==> src/rtl/word_byte_writer.sv <==
// Stores a 16-bit word to byte-wide memory as two consecutive byte writes.
// The mem_ready handshake can stall either byte, and l_h reports which half is on mem_data.
module word_byte_writer #(
  parameter int ADDR_W    = 8,
  parameter bit LOW_FIRST = 1'b1
) (
  input  logic              clk,
  input  logic              rst_n,
  input  logic              start,
  input  logic [15:0]       word_in,
  input  logic [ADDR_W-1:0] addr_in,
  input  logic              mem_ready,
  output logic              mem_wr,
  output logic [ADDR_W-1:0] mem_addr,
  output logic [7:0]        mem_data,
  output logic              l_h,
  output logic              busy,
  output logic              done
);

  typedef enum logic [1:0] {
    ST_IDLE   = 2'd0,
    ST_FIRST  = 2'd1,
    ST_SECOND = 2'd2,
    ST_DONE   = 2'd3
  } state_t;

  state_t            state_r;
  state_t            state_s;
  logic [15:0]       word_r;
  logic [ADDR_W-1:0] addr_r;
  logic              accept_s;

  logic              mem_wr_s;
  logic [ADDR_W-1:0] mem_addr_s;
  logic [7:0]        mem_data_s;
  logic              l_h_s;
  logic              busy_s;
  logic              done_s;

  // A new request is only taken while no transfer is in flight
  assign accept_s = start && ((state_r == ST_IDLE) || (state_r == ST_DONE));

  // State register and capture of the word/address of an accepted request
  always_ff @(posedge clk or negedge rst_n) begin
    if (!rst_n) begin
      state_r <= ST_IDLE;
      word_r  <= 16'h0000;
      addr_r  <= '0;
    end else begin
      state_r <= state_s;
      if (accept_s) begin
        word_r <= word_in;
        addr_r <= addr_in;
      end else begin
        word_r <= word_r;
        addr_r <= addr_r;
      end
    end
  end

  // Next-state logic
  always_comb begin
    state_s = state_r;
    case (state_r)
      ST_IDLE: begin
        if (accept_s) state_s = ST_FIRST;
        else          state_s = ST_IDLE;
      end
      ST_FIRST: begin
        if (mem_ready) state_s = ST_SECOND;
        else           state_s = ST_FIRST;
      end
      ST_SECOND: begin
        if (mem_ready) state_s = ST_DONE;
        else           state_s = ST_SECOND;
      end
      ST_DONE: begin
        if (accept_s) state_s = ST_FIRST;
        else          state_s = ST_IDLE;
      end
      default: state_s = ST_IDLE;
    endcase
  end

  // Output decode from state and captured registers only, so a stall holds everything stable
  always_comb begin
    mem_wr_s   = 1'b0;
    mem_addr_s = '0;
    mem_data_s = 8'h00;
    l_h_s      = 1'b0;
    busy_s     = 1'b0;
    done_s     = 1'b0;
    case (state_r)
      ST_IDLE: begin
        mem_wr_s = 1'b0;
      end
      ST_FIRST: begin
        mem_wr_s   = 1'b1;
        busy_s     = 1'b1;
        mem_addr_s = addr_r;
        mem_data_s = LOW_FIRST ? word_r[7:0] : word_r[15:8];
        l_h_s      = LOW_FIRST ? 1'b0 : 1'b1;
      end
      ST_SECOND: begin
        mem_wr_s   = 1'b1;
        busy_s     = 1'b1;
        // Address increment wraps naturally within ADDR_W bits
        mem_addr_s = addr_r + {{(ADDR_W-1){1'b0}}, 1'b1};
        mem_data_s = LOW_FIRST ? word_r[15:8] : word_r[7:0];
        l_h_s      = LOW_FIRST ? 1'b1 : 1'b0;
      end
      ST_DONE: begin
        done_s = 1'b1;
      end
      default: begin
        done_s = 1'b0;
      end
    endcase
  end

  assign mem_wr   = mem_wr_s;
  assign mem_addr = mem_addr_s;
  assign mem_data = mem_data_s;
  assign l_h      = l_h_s;
  assign busy     = busy_s;
  assign done     = done_s;

endmodule
==> config.mk <==
export PLATFORM = sky130hd
export DESIGN_NAME = word_byte_writer
export DESIGN_NICKNAME = d
export VERILOG_FILES = /design/src/rtl/word_byte_writer.sv
export SDC_FILE = /design/constraint.sdc
export NUM_CORES = 1
export LEC_CHECK = 0
export ABC_AREA = 1
export ABC_CLOCK_PERIOD_IN_PS = 2440
export CAP_MARGIN = 15
export CORE_MARGIN = 2
export CORE_UTILIZATION = 35
export DETAILED_ROUTE_END_ITERATION = 10
export PLACE_DENSITY = 0.63
export SLEW_MARGIN = 20
export SYNTH_ARGS = -nofsm -noshare
export SYNTH_HDL_FRONTEND = slang
export SYNTH_SLANG_ARGS = --single-unit
==> constraint.sdc <==
create_clock -name clk -period 2.44 [get_ports clk]
set_input_delay 0.732 -clock clk [delete_from_list [all_inputs] [get_ports clk]]
set_output_delay 0.732 -clock clk [all_outputs]
set_load 0.05 [all_outputs]
==> results.txt, run 1 <==
run status: finished clean
TritonCTS Sinks: 26
setup repair after global routing missed its margin: no
Final nets: 242
Routed WL per cell: 13.5 µm
cell mode on critical path: inv_1
Hold Path Sink: word_r[4]
syn_nets: 189
Synth top area share: 0.462
Seq cells post-synth: 26
Clock Skew: 2.93 ps
clk_lat worst skew: 270 ps
Critical Path RT: 1710 ps
total CTS buffers: 3
fraction of final layout cells sized beyond drive strength 1: 0.343
Starting Density: 0.357
Min-Delay Path Class: reg2reg
final critical-path share of the clock period: 0.954
clk buf depth: 2
hold wc startpoint: word_r[4]
sequential-to-total area share from yosys stat: 0.462
Setup CP Type: reg2out
Synth area leader: dfrtp_1
largest net degree at the start of global routing: 31
max-cap viol count: 0
crit path launch type: flop
Final ANT Viol Nets: 0
post-layout instance area: 2290 µm²
CP delay by family, top: buffers and inverters
Critical-path top delay cell: dfrtp_1
die area: 4550 µm²
total number of vias: 1228
fin crit period: 2330 ps
Tot GR Track Use: 0.174
Slew @ Worst Pin: 359 ps
Residual DRC: 0
die width: 67.4 µm
final slew viol count: 0
post-synthesis instance total: 156
setup tns final: 0 ps
initial antenna violation count: 0
final core area utilization: 0.581
hold path depth: 1
worst r2r src: state_r[0]
synth warn: 0
detail-routed via count per cell: 4.78
TritonCTS clock tree: built
crit-path max FO: 8
height of the die: 67.4 µm
Critical Path AT: 1600 ps
IO Count: 48
first-pass GRT wire length: 5830 µm
Layout area overhead: 62.6%
Avg Cell Area, Syn: 9.03 µm²
top post-synthesis cells by area: dfrtp_1 (46%), mux2_2 (14%), nand2_1 (11%)
Core Area: 3940 µm²
worst reg-to-reg path cell count: 6
Clock Pin Slew Worst Setup and Hold Paths: 80 ps
placed instance area: 2200 µm²
R2R Path End: word_r[8]
Antenna Cells: 0
post-synth cell types: 19
Slew headroom: 0.758
Final Setup Violations: 0
FF-to-FF setup slack: 730 ps
top achievable clock speed: 430 MHz
Routed WL: 3460 µm
vias in the first global route: 1262
cell area after synthesis: 1410 µm²
Initial DRT Pass Iterations: 4
Final Hold Slack: 506 ps
Crit. End Element: primary output
grt total ovfl: 0
Final GP Congestion: 0.909
Max stage delay on crit path: 400 ps
crit-path cells: inv_1 -> ha_4 -> inv_4 -> o21ai_0 -> a21o_1 -> inv_1 -> buf_12
Post-DP HPWL: 2650 µm
worst path bufs/invs: 4
Port Buffer Count: 47
CTS H-tree depth: 1
row cnt: 23
starting DRC count in detailed routing: 107
cts-stage hold buffer count: 0
Final Hold Viols: 0
root buffer cell: clkbuf_8
## area by class of cell
| type | instances | area, µm² |
|---|---|---|
| multi-input cells | 109 | 739 |
| clock buffers | 3 | 41.3 |
| flip-flops and latches | 26 | 651 |
| inverters | 12 | 47.5 |
| repair buffers | 57 | 749 |
| well taps | 50 | 62.6 |
| fillers | 331 | 1650 |
## cell usage in the layout, fill, tap and decap left out, types with 3 or more instances in the layout
master,count
buf_4,9
a21oi_1,8
clkbuf_8,3
buf_12,20
a21oi_2,10
nor2_1,7
nand3_1,3
dfrtp_1,26
clkdlybuf4s50_1,27
nand2_1,41
ha_1,4
inv_1,11
o21ai_0,3
mux2_2,18
## metal layers
metal | routed length, µm | global-route usage | part of all wire
met3 | 238 | 0.0367 | 0.069
met2 | 1700 | 0.298 | 0.49
met4 | 65 | 0.0689 | 0.019
met1 | 1450 | 0.214 | 0.42
met5 | 0 | 0 | 0
## worst register-to-register path, stage by stage (launching register included)
cell	delay, ps
dfrtp_1	400
inv_1	100
ha_4	220
buf_4	190
nand2_1	120
buf_12	200
mux2_2	370
## Yosys cell counts
cell type,number
nand2_1,42
dfrtp_1,26
a21oi_1,20
mux2_2,18
inv_1,11
nor2_1,10
o21ai_0,6
ha_1,5
buf_2,3
buf_4,3
nand3_1,3
buf_6,2
a21boi_0,1
a21o_1,1
clkbuf_2,1
inv_2,1
mux2_1,1
nor2_4,1
nor3_1,1
## state kept, by name, indices dropped and copies added (netlist names)
signal	cells
state_r	2
addr_r	8
word_r	16
## per-stage QoR
stage	cells	setup slack, ps
2_1_floorplan	156	-36.3
3_3_place_gp	250	323
3_5_place_dp	250	259
4_1_cts	253	16.6
5_1_grt	257	5.13
6_report	257	113
## how the worst max path moves through the flow
stage | from | to | cells after the start | slack (ps)
final | state_r[0] | mem_addr[2] | 7 | 110
after global routing | addr_r[1] | mem_addr[6] | 8 | 5
after CTS | state_r[0] | mem_addr[3] | 7 | 20
after detailed placement | state_r[0] | mem_addr[3] | 7 | 260
after global placement | state_r[0] | mem_addr[3] | 7 | 320
after floorplan | state_r[0] | mem_addr[1] | 6 | -40
## cell families after synthesis
logic type / count (synthesis) / share of synthesized area
AOI/OAI and AO/OA: 28 / 0.103
adders and majority gates: 5 / 0.0444
buffers and inverters: 21 / 0.0781
DFF: 26 / 0.462
muxes: 19 / 0.152
and+or+nand+nor: 57 / 0.161
## repair_timing
action | 4_1_cts | 5_1_grt
buffers inserted | 0 | 4
gates resized for setup | 1 | 5
setup endpoints to repair | 4 | 13
Power of run 1 is not shown: default switching activity piles up to over one toggle a cycle in this logic, so the estimate is an artifact.
==> run 2: changes to the inputs <==
--- a/config.mk
+++ b/config.mk
@@ -6,10 +6,10 @@
 export NUM_CORES = 1
 export LEC_CHECK = 0
 export ABC_AREA = 1
-export ABC_CLOCK_PERIOD_IN_PS = 2440
 export CAP_MARGIN = 15
 export CORE_MARGIN = 2
 export CORE_UTILIZATION = 35
+export CTS_BUF_LIST = sky130_fd_sc_hd__clkbuf_4
 export DETAILED_ROUTE_END_ITERATION = 10
 export PLACE_DENSITY = 0.63
 export SLEW_MARGIN = 20
==> run 2 against run 1 <==
  * Utilization is 0.92 points higher
  * Cell count rose by 1.2%
  * First-iteration DRC count shrank 31%
  * Sequential share of layout area decreased by 0.44 points
  * Clock skew rose by 8.1 ps
  * Global-route usage grew 0.18 points
  * Die area stayed put
  * Fmax fell by 1.8%
  * Via count grew 3.9%
  * Critical path type unchanged
==> results.txt, run 2 (same netlist as run 1, synthesis figures left out) <==
Crit. End Element: primary output
Setup CP Type: reg2out
grt total ovfl: 0 (unchanged)
Antenna Cells: 0 (unchanged)
Final Hold Viols: 0 (unchanged)
Regs by FF count: word_r (16), addr_r (8), state_r (2)
top achievable clock speed: 422 MHz (-1.8%)
Routed WL per cell: 13.8 µm (+2.5%)
FF-to-FF setup slack: 730 ps (about the same)
Final ANT Viol Nets: 0 (unchanged)
worst r2r src: state_r[0]
detail-routed via count per cell: 4.91 (+2.7%)
Max stage delay on crit path: 420 ps (+20 ps)
setup repair after global routing missed its margin: yes
final critical-path share of the clock period: 0.971 (+0.0171)
CTS H-tree depth: 1 (unchanged)
Slew @ Worst Pin: 336 ps (-23.7 ps)
Clock Skew: 11.0 ps (+8.12 ps)
Starting Density: 0.357 (unchanged)
most frequent cells in the layout: nand2_1 (41), clkdlybuf4s50_1 (27), dfrtp_1 (26), buf_12 (20), mux2_2 (18)
total number of vias: 1276 (+3.9%)
Routed WL: 3590 µm (+3.7%)
worst reg-to-reg path cell count: 6 (unchanged)
clk buf depth: 2 (unchanged)
max-cap viol count: 0 (unchanged)
crit path launch: addr_r[1]
Final GP Congestion: 0.909 (unchanged)
hold wc startpoint: word_r[4]
Core Area: 3940 µm² (unchanged)
setup tns final: 0 ps (unchanged)
row cnt: 23 (unchanged)
crit path launch type: flop
Residual DRC: 0 (unchanged)
Critical Path RT: 1710 ps (about the same)
hold path depth: 1 (unchanged)
height of the die: 67.4 µm (unchanged)
IO Count: 48 (unchanged)
Port Buffer Count: 47 (unchanged)
commonest non-fill, non-tap cell in the layout: nand2_1
fin crit period: 2370 ps (+41.7 ps)
Top reg by flops: word_r
fraction of final layout cells sized beyond drive strength 1: 0.381 (+0.0380)
Final Setup Violations: 0 (unchanged)
Hold Path Sink: word_r[4]
Tot GR Track Use: 0.176 (+0.00177)
root buffer cell: clkbuf_4
cell mode on critical path: nand2_1
vias in the first global route: 1279 (+1.3%)
Final nets: 245 (+1.2%)
die area: 4550 µm² (unchanged)
first-pass GRT wire length: 5900 µm (+1.2%)
crit-path cells: ha_2 -> nand2_2 -> nor2_4 -> nand2_1 -> nand2_1 -> nand2_1 -> a21oi_2 -> buf_12
largest net degree at the start of global routing: 31 (unchanged)
Initial DRT Pass Iterations: 4 (unchanged)
worst slack at placement: 259 ps (unchanged)
starting DRC count in detailed routing: 74 (-31%)
TritonCTS Sinks: 26 (unchanged)
Placed Instances: 250 (unchanged)
R2R Path End: word_r[8]
Layout area overhead: 65.2%
Critical Path AT: 1640 ps (+40 ps)
die width: 67.4 µm (unchanged)
Final Non-Filler Cells: 260 (+1.2%)
initial antenna violation count: 0 (unchanged)
Min-Delay Path Class: reg2reg
run status: finished clean
final setup margin: 71.1 ps (-41.7 ps)
total CTS buffers: 3 (unchanged)
Critical-path top delay cell: dfrtp_1
final slew viol count: 0 (unchanged)
Clock Pin Slew Worst Setup and Hold Paths: 120 ps (+40 ps)
clk_lat worst skew: 320 ps (+50 ps)
Post-DP HPWL: 2650 µm (unchanged)
Slew headroom: 0.776 (+0.0183)
crit-path max FO: 4 (-4)
TritonCTS clock tree: built
max reg flops: 16 (unchanged)
==> run 2: cell count changes in the layout (fill, tap and decap cells not counted), moves of 2 or more <==
| cell | before | now |
|---|---|---|
| ha_1 | 4 | 2 |
| clkbuf_8 | 3 | 0 |
| clkbuf_4 | 0 | 3 |
| inv_1 | 11 | 9 |
| ha_2 | 0 | 2 |
| inv_2 | 0 | 2 |
==> run 2: layout make-up <==
| cell class | count | area (µm²) |
|---|---|---|
| Multi-Input combinational cell | 109 | 758 |
| Inverter | 12 | 50.0 |
| Sequential cell | 26 | 651 |
| Fill cell | 327 | 1620 |
| Clock buffer | 3 | 22.5 |
| Tap cell | 50 | 62.6 |
| Timing Repair Buffer | 60 | 783 |
==> run 2: worst max-delay path: cells and delay by family (launching register included) <==
| family | cells | cell delay (ps) |
|---|---|---|
| buf+inv | 1 | 150 |
| compound gates | 1 | 150 |
| simple gates | 5 | 390 |
| flops | 1 | 420 |
| fa+ha+maj | 1 | 210 |
==> run 2: repair_timing <==
action,CTS,global route
hold buffers,0,0
pin swaps,1,3
setup endpoints to repair,13,14
setup buffers,3,4
gates resized for setup,4,14
==> run 2: per-stage QoR <==
| stage | utilization | area (µm²) | hold WS [ps] |
|---|---|---|---|
| final | 0.590 | 2330 | 512 |
| after global routing | 0.590 | 2330 | 542 |
| after global placement | 0.558 | 2200 | 480 |
| after detailed placement | 0.558 | 2200 | 486 |
| after CTS | 0.573 | 2260 | 516 |
| after floorplan | - | 1490 | 436 |
==> run 2: how the worst max path moves through the flow <==
stage,to,cells past startpoint
floorplan,mem_addr[1],6
global placement,mem_addr[3],7
detailed placement,mem_addr[3],7
CTS,mem_addr[3],7
global route,mem_addr[6],8
finish,mem_addr[6],8
==> run 2: metal layers <==
| metal | up-vias | GRT usage | part of all wire |
|---|---|---|---|
| li1 | 609 | - | - |
| met1 | 614 | 0.216 | 0.41 |
| met2 | 47 | 0.306 | 0.51 |
| met3 | 6 | 0.0317 | 0.065 |
| met4 | 0 | 0.0689 | 0.015 |
| met5 | - | 0 | 0 |
Power of run 2 is left out for the same reason.
